File: config.mk
export PLATFORM = sky130hd
export DESIGN_NAME = matrix_stream_loader
export DESIGN_NICKNAME = d
export VERILOG_FILES = /design/src/rtl/matrix_stream_loader.sv
export SDC_FILE = /design/constraint.sdc
export NUM_CORES = 1
export LEC_CHECK = 0
export ABC_AREA = 1
export CELL_PAD_IN_SITES_DETAIL_PLACEMENT = 0
export CELL_PAD_IN_SITES_GLOBAL_PLACEMENT = 1
export CORE_MARGIN = 5
export CORE_UTILIZATION = 32
export DETAILED_ROUTE_END_ITERATION = 8
export PLACE_DENSITY = 0.86
export SLEW_MARGIN = 20
export SYNTH_ARGS = -nofsm -noshare
export SYNTH_HDL_FRONTEND = slang
export SYNTH_SLANG_ARGS = --single-unit
File: constraint.sdc
create_clock -name clk -period 1.6 [get_ports clk]
set_clock_uncertainty 0.05 [all_clocks]
set_input_delay 0.24 -clock clk [delete_from_list [all_inputs] [get_ports clk]]
set_output_delay 0.24 -clock clk [all_outputs]
set_load 0.02 [all_outputs]
File: src/rtl/matrix_stream_loader.sv
// matrix_stream_loader: packs an A-then-B element byte stream into flat operand buses and holds them for the multiplier
module matrix_stream_loader #(
   parameter int aRow       = 5,
   parameter int aCol       = 5,
   parameter int bRow       = 5,
   parameter int bCol       = 5,
   parameter int matrixALen = aRow*aCol*8,
   parameter int matrixBLen = bRow*bCol*8
) (
   input  logic                  clk,
   input  logic                  rst,
   input  logic [7:0]            in_data,
   input  logic                  in_valid,
   input  logic                  in_last,
   output logic                  in_ready,
   output logic [matrixALen-1:0] a,
   output logic [matrixBLen-1:0] b,
   output logic                  mat_valid,
   input  logic                  mat_ack,
   output logic                  err
);
   localparam int A_N   = aRow*aCol;
   localparam int B_N   = bRow*bCol;
   localparam int MAX_N = A_N > B_N ? A_N : B_N;
   localparam int IW    = MAX_N > 1 ? $clog2(MAX_N) : 1;
   localparam logic [IW-1:0] A_LAST = IW'(A_N-1);
   localparam logic [IW-1:0] B_LAST = IW'(B_N-1);

   if (aCol != bRow) begin : g_dim_check
      $error("matrix_stream_loader: aCol must equal bRow");
   end

   typedef enum logic [1:0] {LOAD_A, LOAD_B, HOLD, ERR} state_t;

   state_t                state_q, state_d;
   logic [IW-1:0]         idx_q, idx_d;
   logic [matrixALen-1:0] a_q, a_d;
   logic [matrixBLen-1:0] b_q, b_d;
   logic                  rdy_q, rdy_d;
   logic                  xfer;

   assign xfer      = in_valid && rdy_q;
   assign in_ready  = rdy_q;
   assign a         = a_q;
   assign b         = b_q;
   assign mat_valid = state_q == HOLD;
   assign err       = state_q == ERR;

   // Element k sits at the MSB end shifted down by k bytes, so a right shift places each new byte.
   always_comb begin
      state_d = state_q;
      idx_d   = idx_q;
      a_d     = a_q;
      b_d     = b_q;
      case (state_q)
         LOAD_A: if (xfer) begin
            a_d   = (a_q & ~({8'hFF, {(matrixALen-8){1'b0}}} >> (8*idx_q)))
                  | ({in_data, {(matrixALen-8){1'b0}}} >> (8*idx_q));
            idx_d = idx_q == A_LAST ? '0 : idx_q + 1'b1;
            state_d = in_last ? ERR : idx_q == A_LAST ? LOAD_B : LOAD_A;
         end
         LOAD_B: if (xfer) begin
            b_d   = (b_q & ~({8'hFF, {(matrixBLen-8){1'b0}}} >> (8*idx_q)))
                  | ({in_data, {(matrixBLen-8){1'b0}}} >> (8*idx_q));
            idx_d = idx_q == B_LAST ? '0 : idx_q + 1'b1;
            state_d = idx_q == B_LAST ? (in_last ? HOLD : ERR) : (in_last ? ERR : LOAD_B);
         end
         HOLD: if (mat_ack) begin
            state_d = LOAD_A;
            idx_d   = '0;
         end
         default: ;
      endcase
      rdy_d = state_d == LOAD_A || state_d == LOAD_B;
   end

   // Ready is registered so it stays low for the cycle right after reset.
   always_ff @(posedge clk) begin
      if (rst) begin
         state_q <= LOAD_A;
         idx_q   <= '0;
         a_q     <= '0;
         b_q     <= '0;
         rdy_q   <= 1'b0;
      end else begin
         state_q <= state_d;
         idx_q   <= idx_d;
         a_q     <= a_d;
         b_q     <= b_d;
         rdy_q   <= rdy_d;
      end
   end
endmodule

==> impl_metrics.toml, run 1 <==
[outcome]
status = "finished, violations left"
violations = "negative setup slack"

[yosys]
ys_ff_latch = 408
syn-num-nets = 2144
synth_top_cells_by_area = "dfxtp_1 51%, nand2_1 15%, a21oi_1 13%"
yosysTopAreaCell = "dfxtp_1"
syn_avg_cell_area_um2 = 7.55
synth_warnings = 0
synthesis.area_um2 = 16000
synth.distinct_cells = 21
synthCells = 2125
synth_top_area_share = 0.509
ys_seq_area_frac = 0.509

[cts]
cts_root_buffer = "clkbuf_16"
clock_latency_ns = 0.58
cts.sinks = 408
clkSlewWorstSetupHoldPaths_ns = 0.06
cts_max_path_buffers = 3
htreeDepth = 2
cts_buffers = 45
cts_tree = "built"

[power]
cellLeakagePower_nw = 10.1
power_mw = 22.9
vdd_drop_max_uv = 746
power_density_nw_per_um2 = 889

[sta]
fin_crit_sh = 1.04
final_hold_viol_count = 0
tns_ns = -1.02
slew_headroom = 0.691
rsz0062_at_grt = "true"
setup_ws_ns = -0.0598
fmax_ghz = 0.602
period_needed_ns = 1.66
drv_slew = 0
setup_viol = 31
worstMarginPinSlew_ns = 0.464

[cells_and_area]
area_growth_pct = 60.8
final_common_cell = "nand2_1"
drive_above_1_share = 0.255
final_cell_mix = "554 x nand2_1, 400 x dfxtp_1, 367 x a21oi_1"
fin_cells = 3392
nNetsFinal = 2706

[global_routing]
grt_pass1_wl_um = 103000
gr-total-overflow = 0
grt_max_degree = 72
grt_pass1_vias = 16700
track_usage = 0.241
antenna_found_initial = 2

[placement]
place_inst = 3256
place_congestion = 0.884
place_hpwl_um = 49300
io_buffers = 415
post-place-ws_ns = -0.501

[floorplan]
die_area_um2 = 54700
start_util = 0.322
coreArea_um2 = 49900
ioPinCount = 416
rows = 82
die_width_um = 234
die_y_um = 234

[job]
drv_cap = 0

[critical_path]
cp.arrival_ns = 2.11
worstSetupPathType = "reg2reg"
crit_chain = "buf_4 > buf_4 > nand3_4 > buf_12 > buf_8 > nor2_4 > buf_6 > nand4_1 > a21oi_2"
path_common_cell = "buf_4"
cp_slowest_cell = "dfxtp_4"
critPathMaxStageDelay_ns = 0.40
crit_path_end_kind = "register"
worstPathRequired_ns = 2.05
cp_max_fo = 9
critPathLaunchType = "register"

[drt]
drt_wl_total_um = 72600
via_per_inst = 5.34
wl_per_cell_um = 21.4
route.detailed.drc = 0
first_pass_iters = 5
ant_nets = 0
num_vias = 18100
drtIter0Drc = 1737

[min_path]
worst_hold_path_type = "in2reg"
layer usage:
| layer | vias to the layer above | track usage | routed length, um |
|---|---|---|---|
| met1 | 8653 | 0.330 | 30400 |
| met4 | 4 | 0.0846 | 2500 |
| met5 | - | 0 | 26 |
| met3 | 146 | 0.0564 | 6670 |
| met2 | 878 | 0.372 | 33000 |
| li1 | 8433 | - | - |
area by class of cell:
| type | count | area [um^2] |
|---|---|---|
| Antenna cell | 1 | 2.50 |
| Multi-Input combinational cell | 1513 | 8420 |
| Timing Repair Buffer | 690 | 6730 |
| Clock buffer | 63 | 1320 |
| Fill cell | 4758 | 24100 |
| Inverter | 29 | 133 |
| Sequential cell | 408 | 8200 |
| Clock inverter | 16 | 154 |
| Tap cell | 672 | 841 |
worst max-delay path, delay by kind of cell, from the launching register on:
kind / cells / cell delay (ns)
buf+inv: 5 / 0.71
flops: 1 / 0.40
simple gates: 3 / 0.28
compound gates: 1 / 0.13
stage by stage:
stage,area [um^2],util,hold slack (ns)
after floorplan,16000,-,0.417
after global placement,22200,0.446,0.403
after detailed placement,22200,0.446,0.405
after CTS,24400,0.489,0.361
after global routing,25800,0.517,0.428
final,25800,0.517,0.408
path summary, 6_finish.rpt:
path,startpoint,endpoint,slack [ns],cells after the start
setup / recovery,idx_q[0],a[152],-0.06,9
setup reg to reg,idx_q[0],a[152],-0.06,9
hold reg to reg,a[150],a[150],0.41,2
hold / removal,mat_ack,in_ready,0.41,5
synth_stat cells:
master,instances
nand2_1,637
dfxtp_1,408
a21oi_1,401
nand4_1,232
clkbuf_1,105
nor2_1,101
nor3_1,66
nand3_1,60
buf_2,51
inv_1,24
buf_1,10
buf_4,9
ha_1,6
o21ai_0,5
clkinv_1,3
nor3_2,2
clkinv_2,1
inv_2,1
nand3_2,1
nor2_2,1
nor2_4,1
cell families after synthesis:
kind of cell | count (synthesis) | synth area share
AO/OA/AOI/OAI | 406 | 0.127
adder cells (fa/ha/maj) | 6 | 0.00468
AND/OR/NAND/NOR | 1101 | 0.305
flip-flops | 408 | 0.509
buffers and inverters | 204 | 0.0539
flip-flops by register name (all words and copies together) (netlist names), named ones only:
register / count
idx_q: 5
in_ready: 1
a: 200
b: 200
report_power, final:
part           switching (mW)  internal (mW)  leakage [nW]
clock network            4.38           6.08         0.724
logic                    1.41          0.844          6.13
registers              0.0417           10.2          3.29
what timing repair did:
item	in CTS	in global routing
hold endpoints to repair	9	0
cloned	6	11
buffers inserted	12	28
gates resized for setup	758	401
hold buffers	1	0
endpoints found under the setup margin	810	507
pin swaps	10	34
No activity file was read; power rests on OpenSTA's default activity.
==> run 2: changes to the inputs <==
--- a/config.mk
+++ b/config.mk
@@ -10,6 +10,7 @@
 export CELL_PAD_IN_SITES_GLOBAL_PLACEMENT = 1
 export CORE_MARGIN = 5
 export CORE_UTILIZATION = 32
+export CTS_CLUSTER_SIZE = 8
 export DETAILED_ROUTE_END_ITERATION = 8
 export PLACE_DENSITY = 0.86
 export SLEW_MARGIN = 20
==> run 2 against run 1 <==
  * Via count fell by 1.2%
  * Clock power about the same
  * Largest cell class unchanged
  * Register-to-register slack gained 0.04 ns
  * Highest routed layer is now met4
  * Final cell count shrank 0.71%
  * The run still ends with negative setup slack left
  * Worst hold slack lost 0.038 ns
  * Final area decreased by 0.84%
  * Critical path type unchanged
  * Critical path depth up 1
  * Sequential share of layout area up 0.26 points
==> impl_metrics.toml, run 2 (synthesized netlist as in run 1, its figures left out) <==
[outcome]
status = "finished, violations left"
violations = "negative setup slack"

[floorplan]
coreArea_um2 = 49900
rows = 82
die_width_um = 234
die_area_um2 = 54700
ioPinCount = 416
die_y_um = 234
start_util = 0.322

[sta]
slew_headroom = 0.692
setup_viol = 11
final_hold_viol_count = 0
fin_hold_ws_ns = 0.370
fmax_ghz = 0.616
period_needed_ns = 1.62
drv_slew = 0
rsz0062_at_grt = "true"
worstMarginPinSlew_ns = 0.461
setup_ws_ns = -0.0226
fin_crit_sh = 1.01
tns_ns = -0.104

[min_path]
min_to = "in_ready"
worst_hold_path_type = "in2reg"
holdPathStages = 5
min_from = "mat_ack"

[cells_and_area]
fin_util = 0.513
regArea_um2 = 8200
final_common_cell = "nand2_1"
fin_cells = 3368
nFillCells = 4717
nNetsFinal = 2708
final_cell_mix = "553 x nand2_1, 400 x dfxtp_1, 361 x a21oi_1"
drive_above_1_share = 0.294
area_growth_pct = 59.5
final_area_um2 = 25600
multi_input_area_um2 = 8230

[drt]
wl_per_cell_um = 21.4
ant_nets = 0
drt_wl_total_um = 71900
first_pass_iters = 5
num_vias = 17900
route.detailed.drc = 0
drtIter0Drc = 1580
via_per_inst = 5.31

[job]
drv_cap = 0

[placement]
place_congestion = 0.884
post-place-ws_ns = -0.501
place_hpwl_um = 49300
place_inst = 3256
io_buffers = 415
dpl_cell_area_um2 = 22200

[critical_path]
r2r-end = "b[188]"
worstPathRequired_ns = 2.02
r2r_cells = 10
ff2ff_setup_slack_ns = -0.02
cp.arrival_ns = 2.04
cp_slowest_cell = "dfxtp_4"
path_delay_family = "buffers and inverters"
worstSetupPathType = "reg2reg"
cp_max_fo = 8
critPathBufInv = 5
critPathMaxStageDelay_ns = 0.37
critPathLaunchType = "register"
crit_chain = "inv_4 > nand2_4 > nor2_4 > buf_12 > buf_12 > clkbuf_16 > buf_4 > nand2_4 > nand2_1 > a21oi_1"
crit_path_end_kind = "register"

[power]
power_density_nw_per_um2 = 901
vdd_drop_max_uv = 756
cellLeakagePower_nw = 9.47
power_mw = 23.1

[cts]
cts_tree = "built"
cts_max_path_buffers = 3
clkSlewWorstSetupHoldPaths_ns = 0.05
cts_root_buffer = "clkbuf_16"
cts.sinks = 408
clock_latency_ns = 0.60
cts_buffers = 57
htreeDepth = 2

[global_routing]
grt_max_degree = 72
gr-total-overflow = 0
grt_pass1_wl_um = 101000
antenna_found_initial = 0
track_usage = 0.237
grt_pass1_vias = 16600
-- run 2: cell types whose count changed in the layout (fill, tap and decap cells not counted), moves of 9 or more --
cell	previous run	this run
dlygate4sd2_1	186	59
clkdlybuf4s15_2	34	146
nor2_1	48	63
nor2_4	37	23
buf_2	1	12
buf_4	176	186
buf_6	45	35
clkbuf_2	45	55
clkbuf_16	58	67
-- run 2: layout make-up --
| class | count | share of cell area |
|---|---|---|
| diodes | 2 | 0.000196 |
| clock buffers | 60 | 0.0570 |
| clock inverters | 4 | 0.00166 |
| inverters | 29 | 0.00567 |
| multi-input cells | 1513 | 0.322 |
| flip-flops and latches | 408 | 0.320 |
| well taps | 672 | 0.0329 |
| repair buffers | 680 | 0.260 |
-- run 2: worst max path at each step --
stage                  start         to  slack [ns]  depth (start not counted)
global route        register     b[187]       -0.08                         10
CTS                 register  mat_valid       -0.04                          4
detailed placement  in_valid     a[195]       -0.50                          7
floorplan           idx_q[1]   register       -0.02                          9
global placement    in_valid     a[192]       -0.48                          7
finish              register     b[188]       -0.02                         10
-- run 2: repair_timing --
item / CTS / global route
buffers inserted: 6 / 24
pin swaps: 10 / 47
endpoints found under the setup margin: 808 / 481
resized for setup: 1026 / 339
endpoints found under the hold margin: 19 / 0
cloned: 4 / 14
hold buffers: 1 / 0
-- run 2: power by group --
| part | internal (mW) | switching [mW] |
|---|---|---|
| Clock | 6.33 | 4.37 |
| Sequential | 10.2 | 0.0468 |
| Combinational | 0.756 | 1.33 |
| Total | 17.3 | 5.75 |
-- run 2: routing by layer --
layer | GRT usage | share of wire | wire length (um) | vias to the layer above
met5 | 0 | 0 | 0 | -
met4 | 0.0857 | 0.032 | 2310 | 0
met3 | 0.0517 | 0.091 | 6530 | 123
met2 | 0.371 | 0.45 | 32600 | 842
met1 | 0.322 | 0.42 | 30500 | 8521
li1 | - | - | - | 8414
-- run 2: worst register-to-register path: stages (launching register included) --
cell	delay [ns]
dfxtp_4	0.37
inv_4	0.08
nand2_4	0.05
nor2_4	0.14
buf_12	0.16
buf_12	0.12
clkbuf_16	0.17
buf_4	0.13
nand2_4	0.08
nand2_1	0.07
a21oi_1	0.06
